--- config.mk ---
export PLATFORM = sky130hd
export DESIGN_NAME = seq_div_mod
export DESIGN_NICKNAME = d
export VERILOG_FILES = /design/src/rtl/seq_div_pkg.sv /design/src/rtl/seq_div_step.sv /design/src/rtl/seq_div_mod.sv
export SDC_FILE = /design/constraint.sdc
export NUM_CORES = 1
export LEC_CHECK = 0
export ABC_AREA = 1
export BUFFER_PORTS_ARGS = -buffer_cell sky130_fd_sc_hd__buf_4
export CORE_UTILIZATION = 50
export CTS_BUF_LIST = sky130_fd_sc_hd__clkbuf_16
export DETAILED_ROUTE_END_ITERATION = 10
export GPL_ROUTABILITY_DRIVEN = 0
export PLACE_DENSITY = 0.71
export SETUP_SLACK_MARGIN = 0.1
export SYNTH_ARGS = -nofsm -noshare
export SYNTH_HDL_FRONTEND = slang
export SYNTH_SLANG_ARGS = --single-unit
--- constraint.sdc ---
create_clock -name clk -period 9.7 [get_ports clk]
set_input_delay 1.94 -clock clk [delete_from_list [all_inputs] [get_ports clk]]
set_output_delay 1.94 -clock clk [all_outputs]
set_load 0.03 [all_outputs]
--- src/rtl/seq_div_pkg.sv ---
// rtl/seq_div_pkg.sv - shared state type and sizing helper for the sequential divider
package seq_div_pkg;

    typedef enum logic [1:0] {
        IDLE = 2'd0,
        CALC = 2'd1,
        FIX  = 2'd2,
        DONE = 2'd3
    } div_state_t;

    function automatic int cnt_width(input int width);
        return $clog2(width + 1);
    endfunction

endpackage

--- src/rtl/seq_div_step.sv ---
// rtl/seq_div_step.sv - one combinational restoring-division step
module seq_div_step #(
    parameter int WIDTH = 32
) (
    input  logic [WIDTH:0]   part,
    input  logic             bit_in,
    input  logic [WIDTH-1:0] divisor,
    output logic [WIDTH:0]   part_next,
    output logic             q_bit
);

    logic [WIDTH:0] shifted;
    logic [WIDTH:0] diff;

    // A set top bit means the shifted value already exceeds any WIDTH-bit divisor.
    always_comb begin
        shifted   = {part[WIDTH-1:0], bit_in};
        diff      = shifted - {1'b0, divisor};
        q_bit     = part[WIDTH] || (shifted >= {1'b0, divisor});
        part_next = q_bit ? diff : shifted;
    end

endmodule

--- src/rtl/seq_div_mod.sv ---
// rtl/seq_div_mod.sv - multi-cycle restoring divider, one quotient bit per clock
module seq_div_mod
    import seq_div_pkg::*;
#(
    parameter int WIDTH  = 32,
    parameter bit SIGNED = 1'b0
) (
    input  logic             clk,
    input  logic             reset,
    input  logic             _go,
    input  logic [WIDTH-1:0] left,
    input  logic [WIDTH-1:0] right,
    output logic             ready,
    output logic             done,
    output logic [WIDTH-1:0] quot,
    output logic [WIDTH-1:0] rem,
    output logic             div_by_zero
);

    localparam int CW = cnt_width(WIDTH);

    div_state_t       state;
    logic [CW-1:0]    cnt;
    logic [WIDTH:0]   part;
    logic [WIDTH-1:0] dvd;
    logic [WIDTH-1:0] dsr;
    logic             q_neg;
    logic             r_neg;
    logic             zero_div;

    logic             left_neg;
    logic             right_neg;
    logic [WIDTH-1:0] left_mag;
    logic [WIDTH-1:0] right_mag;
    logic [WIDTH:0]   part_next;
    logic             q_bit;

    always_comb begin
        left_neg  = SIGNED && left[WIDTH-1];
        right_neg = SIGNED && right[WIDTH-1];
        left_mag  = left_neg  ? -left  : left;
        right_mag = right_neg ? -right : right;
    end

    // dvd doubles as the quotient register: dividend bits shift out the top
    // while quotient bits shift in at the bottom.
    seq_div_step #(
        .WIDTH(WIDTH)
    ) u_step (
        .part     (part),
        .bit_in   (dvd[WIDTH-1]),
        .divisor  (dsr),
        .part_next(part_next),
        .q_bit    (q_bit)
    );

    always_ff @(posedge clk or posedge reset) begin
        if (reset) begin
            state       <= IDLE;
            ready       <= 1'b1;
            done        <= 1'b0;
            quot        <= '0;
            rem         <= '0;
            div_by_zero <= 1'b0;
            cnt         <= '0;
            part        <= '0;
            dvd         <= '0;
            dsr         <= '0;
            q_neg       <= 1'b0;
            r_neg       <= 1'b0;
            zero_div    <= 1'b0;
        end else begin
            done <= 1'b0;
            case (state)
                IDLE, DONE: begin
                    if (_go) begin
                        part     <= '0;
                        cnt      <= CW'(WIDTH);
                        dvd      <= left_mag;
                        dsr      <= right_mag;
                        q_neg    <= left_neg ^ right_neg;
                        r_neg    <= left_neg;
                        zero_div <= (right == '0);
                        ready    <= 1'b0;
                        state    <= CALC;
                    end else begin
                        ready <= 1'b1;
                        state <= IDLE;
                    end
                end
                CALC: begin
                    part <= part_next;
                    dvd  <= {dvd[WIDTH-2:0], q_bit};
                    cnt  <= cnt - CW'(1);
                    if (cnt == CW'(1)) begin
                        state <= FIX;
                    end
                end
                FIX: begin
                    // A zero divisor already yields an all-ones magnitude; force it
                    // so the sign fix-up cannot turn it into something else.
                    quot        <= zero_div ? '1 : (q_neg ? -dvd : dvd);
                    rem         <= r_neg ? -part[WIDTH-1:0] : part[WIDTH-1:0];
                    div_by_zero <= zero_div;
                    done        <= 1'b1;
                    ready       <= 1'b1;
                    state       <= DONE;
                end
                default: begin
                    state <= IDLE;
                    ready <= 1'b1;
                end
            endcase
        end
    end

endmodule

==> flow_summary_export.csv <==
group,metric,value,unit
grt,grt_use_total,26.35,%
min_path,worst_hold_path.num_cells,2,
routing,ant_nets,0,
place,place_area,0.01116,mm^2
finish,most_frequent_cells_in_the_layout,"sky130_fd_sc_hd__nand2_1 (451), sky130_fd_sc_hd__inv_1 (249), sky130_fd_sc_hd__dfrtp_1 (172)",
grt,grt_start_max_net_pins,91,
yosys,post_synth.cell_area_avg,7.180,um^2
timing,slew_headroom,31.19,%
timing,setup-violations-final,0,
grt,groute.layer.met2.usage,42.82,%
place,port_buffers,133,
critical_path,r2r_setup_slack,5570,ps
power,power.static_leakage,0.006458,uW
finish,most_common_cell_after_layout_fill_and_taps_aside,"sky130_fd_sc_hd__nand2_1",
clock_network,h_tree_depth,4,
critical_path,critPathSlowestCell,"sky130_fd_sc_hd__nor2_4",
critical_path,start_kind,"primary input",
die,core-area,0.01953,mm^2
min_path,min_from,"dsr[18]$_DFFE_PP0P_",
critical_path,reg2reg_to,"dvd[19]$_DFFE_PP0P_",
die,boundaryPins,134,
grt,grt_remaining_overflow,0,
grt,globalRoute.busiestLayer,"met2",
grt,antenna_found_initial,0,
grt,grt_pass1_wl,42.23,mm
critical_path,crit_path_frequent_cell,"sky130_fd_sc_hd__buf_4",
critical_path,path_cells,"buf_4 > nand2_1 > buf_4 > inv_1 > a21oi_2 > buf_4 > nor2_4 > inv_1 > o221ai_1",
die,fp.dieW,143.3,um
routing,detailedRoute.firstPassIterationCount,6,
clock_network,cts_made_buffers,17,
clock_network,cts_hold_buffers,0,
yosys,yosys_most_used_dff,"sky130_fd_sc_hd__dfrtp_1",
min_path,min_path_type,"reg2reg",
yosys,postSynthCellCount,1390,
critical_path,setup.worst_path.end_class,"flip-flop",
clock_network,post_cts.resized_instances,0,
finish,layout-area-overhead-vs-synth,18.15,%
critical_path,crit_path_max_incr_delay,750,ps
yosys,number_of_register_bits_inferred_by_synthesis,173,
timing,grt_setup_unrepaired,"no",
critical_path,r2r-start,"state[0]$_DFFE_PP0P_",
clock_network,insertion_delay,460,ps
critical_path,critical_path_peak_fanout,40,
timing,fin_crit_sh,51.10,%
timing,hold_violations,0,
clock_network,clkTransAtPathRegs,80,ps
critical_path,timing_worst_setup_path_type,"in2reg",
timing,totalNegativeSetupSlack,0,ps
timing,timing_worst_slew_pin_value,1031,ps
die,dieArea,0.02053,mm^2
yosys,net_count_after_synthesis,1495,
timing,final-max-slew-violation-count,0,
clock_network,cts_setup_buffers,0,
timing,max_freq,0.2017,GHz
yosys,synth_warnings,0,
routing,route.detailed.drc,0,
timing,finalCriticalPeriod,4957,ps
yosys,ys_async_sr_fraction,100.0,%
die,die_height,143.3,um
yosys,netlist_area,0.009980,mm^2
critical_path,crit_buf_inv,5,
die,rows,51,
clock_network,cts_num_sinks,173,
power,vdd_ir_drop_max,0.0001389,V
yosys,number_of_enable_type_register_cells_in_the_synthesized_netlist,0,
critical_path,crit_family,"buffers and inverters",
routing,initialDrtViolationCount,587,
min_path,whs_endpoint,"dsr[18]$_DFFE_PP0P_",
routing,wirelength,25.20,mm
die,initial_core_util,51.11,%
grt,number_of_global_route_vias_before_repair,8638,
place,dp_hpwl,18.02,mm
yosys,seq_area_frac_synth,43.39,%
critical_path,worst-endpoint-required,10040,ps
status,status,"complete, no violations",
finish,design.final.nets,1604,
finish,insertedDiodeCount,0,
finish,nFillCells,1858,
yosys,synth_cell_types,40,
routing,routedWlPerCell,14.18,um
timing,finalClockSkew,15.79,ps
grt,grtUsageMet1,34.95,%
clock_network,root_driver,"sky130_fd_sc_hd__clkbuf_16",
finish,final_area,0.01179,mm^2
finish,layout_cell_share_with_drive_strength_beyond_1,13.23,%
clock_network,clockBufferDepth,2,
routing,detail_route.vias_per_cell,5.106,
timing,whs,489.2,ps
flow_run,drv_cap,0,
clock_network,cts_tree,"yes",
routing,vias,9074,
power,cellPowerDensity,341.5,mW/mm^2
critical_path,r2r.worst_path.cells,10,
grt,globalRouteMet3Util,3.957,%
critical_path,crit_arrival,5300,ps
## cell type report
type | instances | area [um^2] | area share [%]
clock buffer | 17 | 425.4 | 3.608
tap | 265 | 331.6 | 2.812
multi-input combinational | 912 | 4484 | 38.03
timing repair buffer | 139 | 1044 | 8.850
clock inverter | 15 | 210.2 | 1.783
sequential | 173 | 4330 | 36.73
inverter | 256 | 965.9 | 8.192
## synthesized netlist by cell type (2+ instances only)
master	n	area, um^2
sky130_fd_sc_hd__nand2_1	451	1693
sky130_fd_sc_hd__inv_1	250	938.4
sky130_fd_sc_hd__dfrtp_1	172	4304
sky130_fd_sc_hd__nor2_1	98	367.9
sky130_fd_sc_hd__nand3_1	95	475.5
sky130_fd_sc_hd__a21oi_1	58	290.3
sky130_fd_sc_hd__o21ai_0	55	275.3
sky130_fd_sc_hd__ha_1	37	462.9
sky130_fd_sc_hd__clkbuf_1	32	120.1
sky130_fd_sc_hd__o221ai_1	30	262.8
sky130_fd_sc_hd__a31oi_1	17	106.4
sky130_fd_sc_hd__xnor2_1	14	122.6
sky130_fd_sc_hd__buf_2	11	55.05
sky130_fd_sc_hd__nand4_1	9	56.30
sky130_fd_sc_hd__nand2_2	7	43.79
sky130_fd_sc_hd__nor3_1	7	35.03
sky130_fd_sc_hd__nor2_2	5	31.28
sky130_fd_sc_hd__and2_1	4	25.02
sky130_fd_sc_hd__inv_2	4	15.01
sky130_fd_sc_hd__nor4_1	4	25.02
sky130_fd_sc_hd__buf_6	3	33.78
sky130_fd_sc_hd__nand3b_1	3	22.52
sky130_fd_sc_hd__a21oi_2	2	17.52
sky130_fd_sc_hd__buf_1	2	7.510
sky130_fd_sc_hd__clkinv_1	2	7.510
sky130_fd_sc_hd__o211ai_1	2	15.01
sky130_fd_sc_hd__o22ai_1	2	12.51
sky130_fd_sc_hd__or2_2	2	12.51
## per-stage QoR
stage / setup WS (ps) / cells / power (uW) / util, %
6_report: 4743 / 1777 / 4027 / 60.39
5_1_grt: 4478 / 1777 / 4358 / 60.39
4_1_cts: 4789 / 1777 / 4038 / 60.39
3_5_place_dp: 4341 / 1745 / 3313 / 57.13
3_3_place_gp: 4461 / 1745 / 3262 / 57.13
2_1_floorplan: 3073 / 1390 / 2704 / -
## sequential cells by signal, indices dropped and copies added (netlist names)
name and cells:
done 1, dvd 32, cnt 6, div_by_zero 1
dsr 32, quot 32, zero_div 1, state 2
ready 1, rem 32, part 33
## logic make-up (layout without fill, tap and decap cells)
logic type,after synthesis,count (layout),share of synthesized area [%]
AO/OA/AOI/OAI,169,169,10.02
XOR/XNOR,15,15,1.316
adder cells (fa/ha/maj),38,38,4.839
buffers and inverters,305,427,11.87
flip-flops,173,173,43.39
AND/OR/NAND/NOR,690,690,28.56
## worst max path at each step
stage	from	endpoint	slack (ps)	cells past startpoint
finish	_go	dvd[19]$_DFFE_PP0P_	4740	9
global route	_go	dvd[25]$_DFFE_PP0P_	4480	9
CTS	_go	dvd[25]$_DFFE_PP0P_	4790	9
detailed placement	_go	dvd[29]$_DFFE_PP0P_	4340	9
global placement	_go	dvd[13]$_DFFE_PP0P_	4460	9
floorplan	reset	cnt[0]$_DFFE_PP0P_	3070	1
## power breakdown
| group | switching (uW) | internal [uW] |
|---|---|---|
| clock network | 357 | 356 |
| logic | 1430 | 707 |
| registers | 149 | 1030 |
## per-layer routing
layer / vias to the layer above / routed length (um)
li1: 4559 / -
met1: 4227 / 11620
met2: 239 / 11600
met3: 49 / 1171
met4: 0 / 805
met5: - / 0
## worst register-to-register path, cell delays in order (launching register included)
cell	delay, ps
sky130_fd_sc_hd__dfrtp_1	400
sky130_fd_sc_hd__inv_1	90
sky130_fd_sc_hd__ha_4	270
sky130_fd_sc_hd__nand2_1	40
sky130_fd_sc_hd__buf_4	240
sky130_fd_sc_hd__inv_1	700
sky130_fd_sc_hd__a21oi_2	40
sky130_fd_sc_hd__buf_4	310
sky130_fd_sc_hd__nor2_4	750
sky130_fd_sc_hd__inv_1	790
sky130_fd_sc_hd__o221ai_1	410
(Power assumes the default switching activity.)
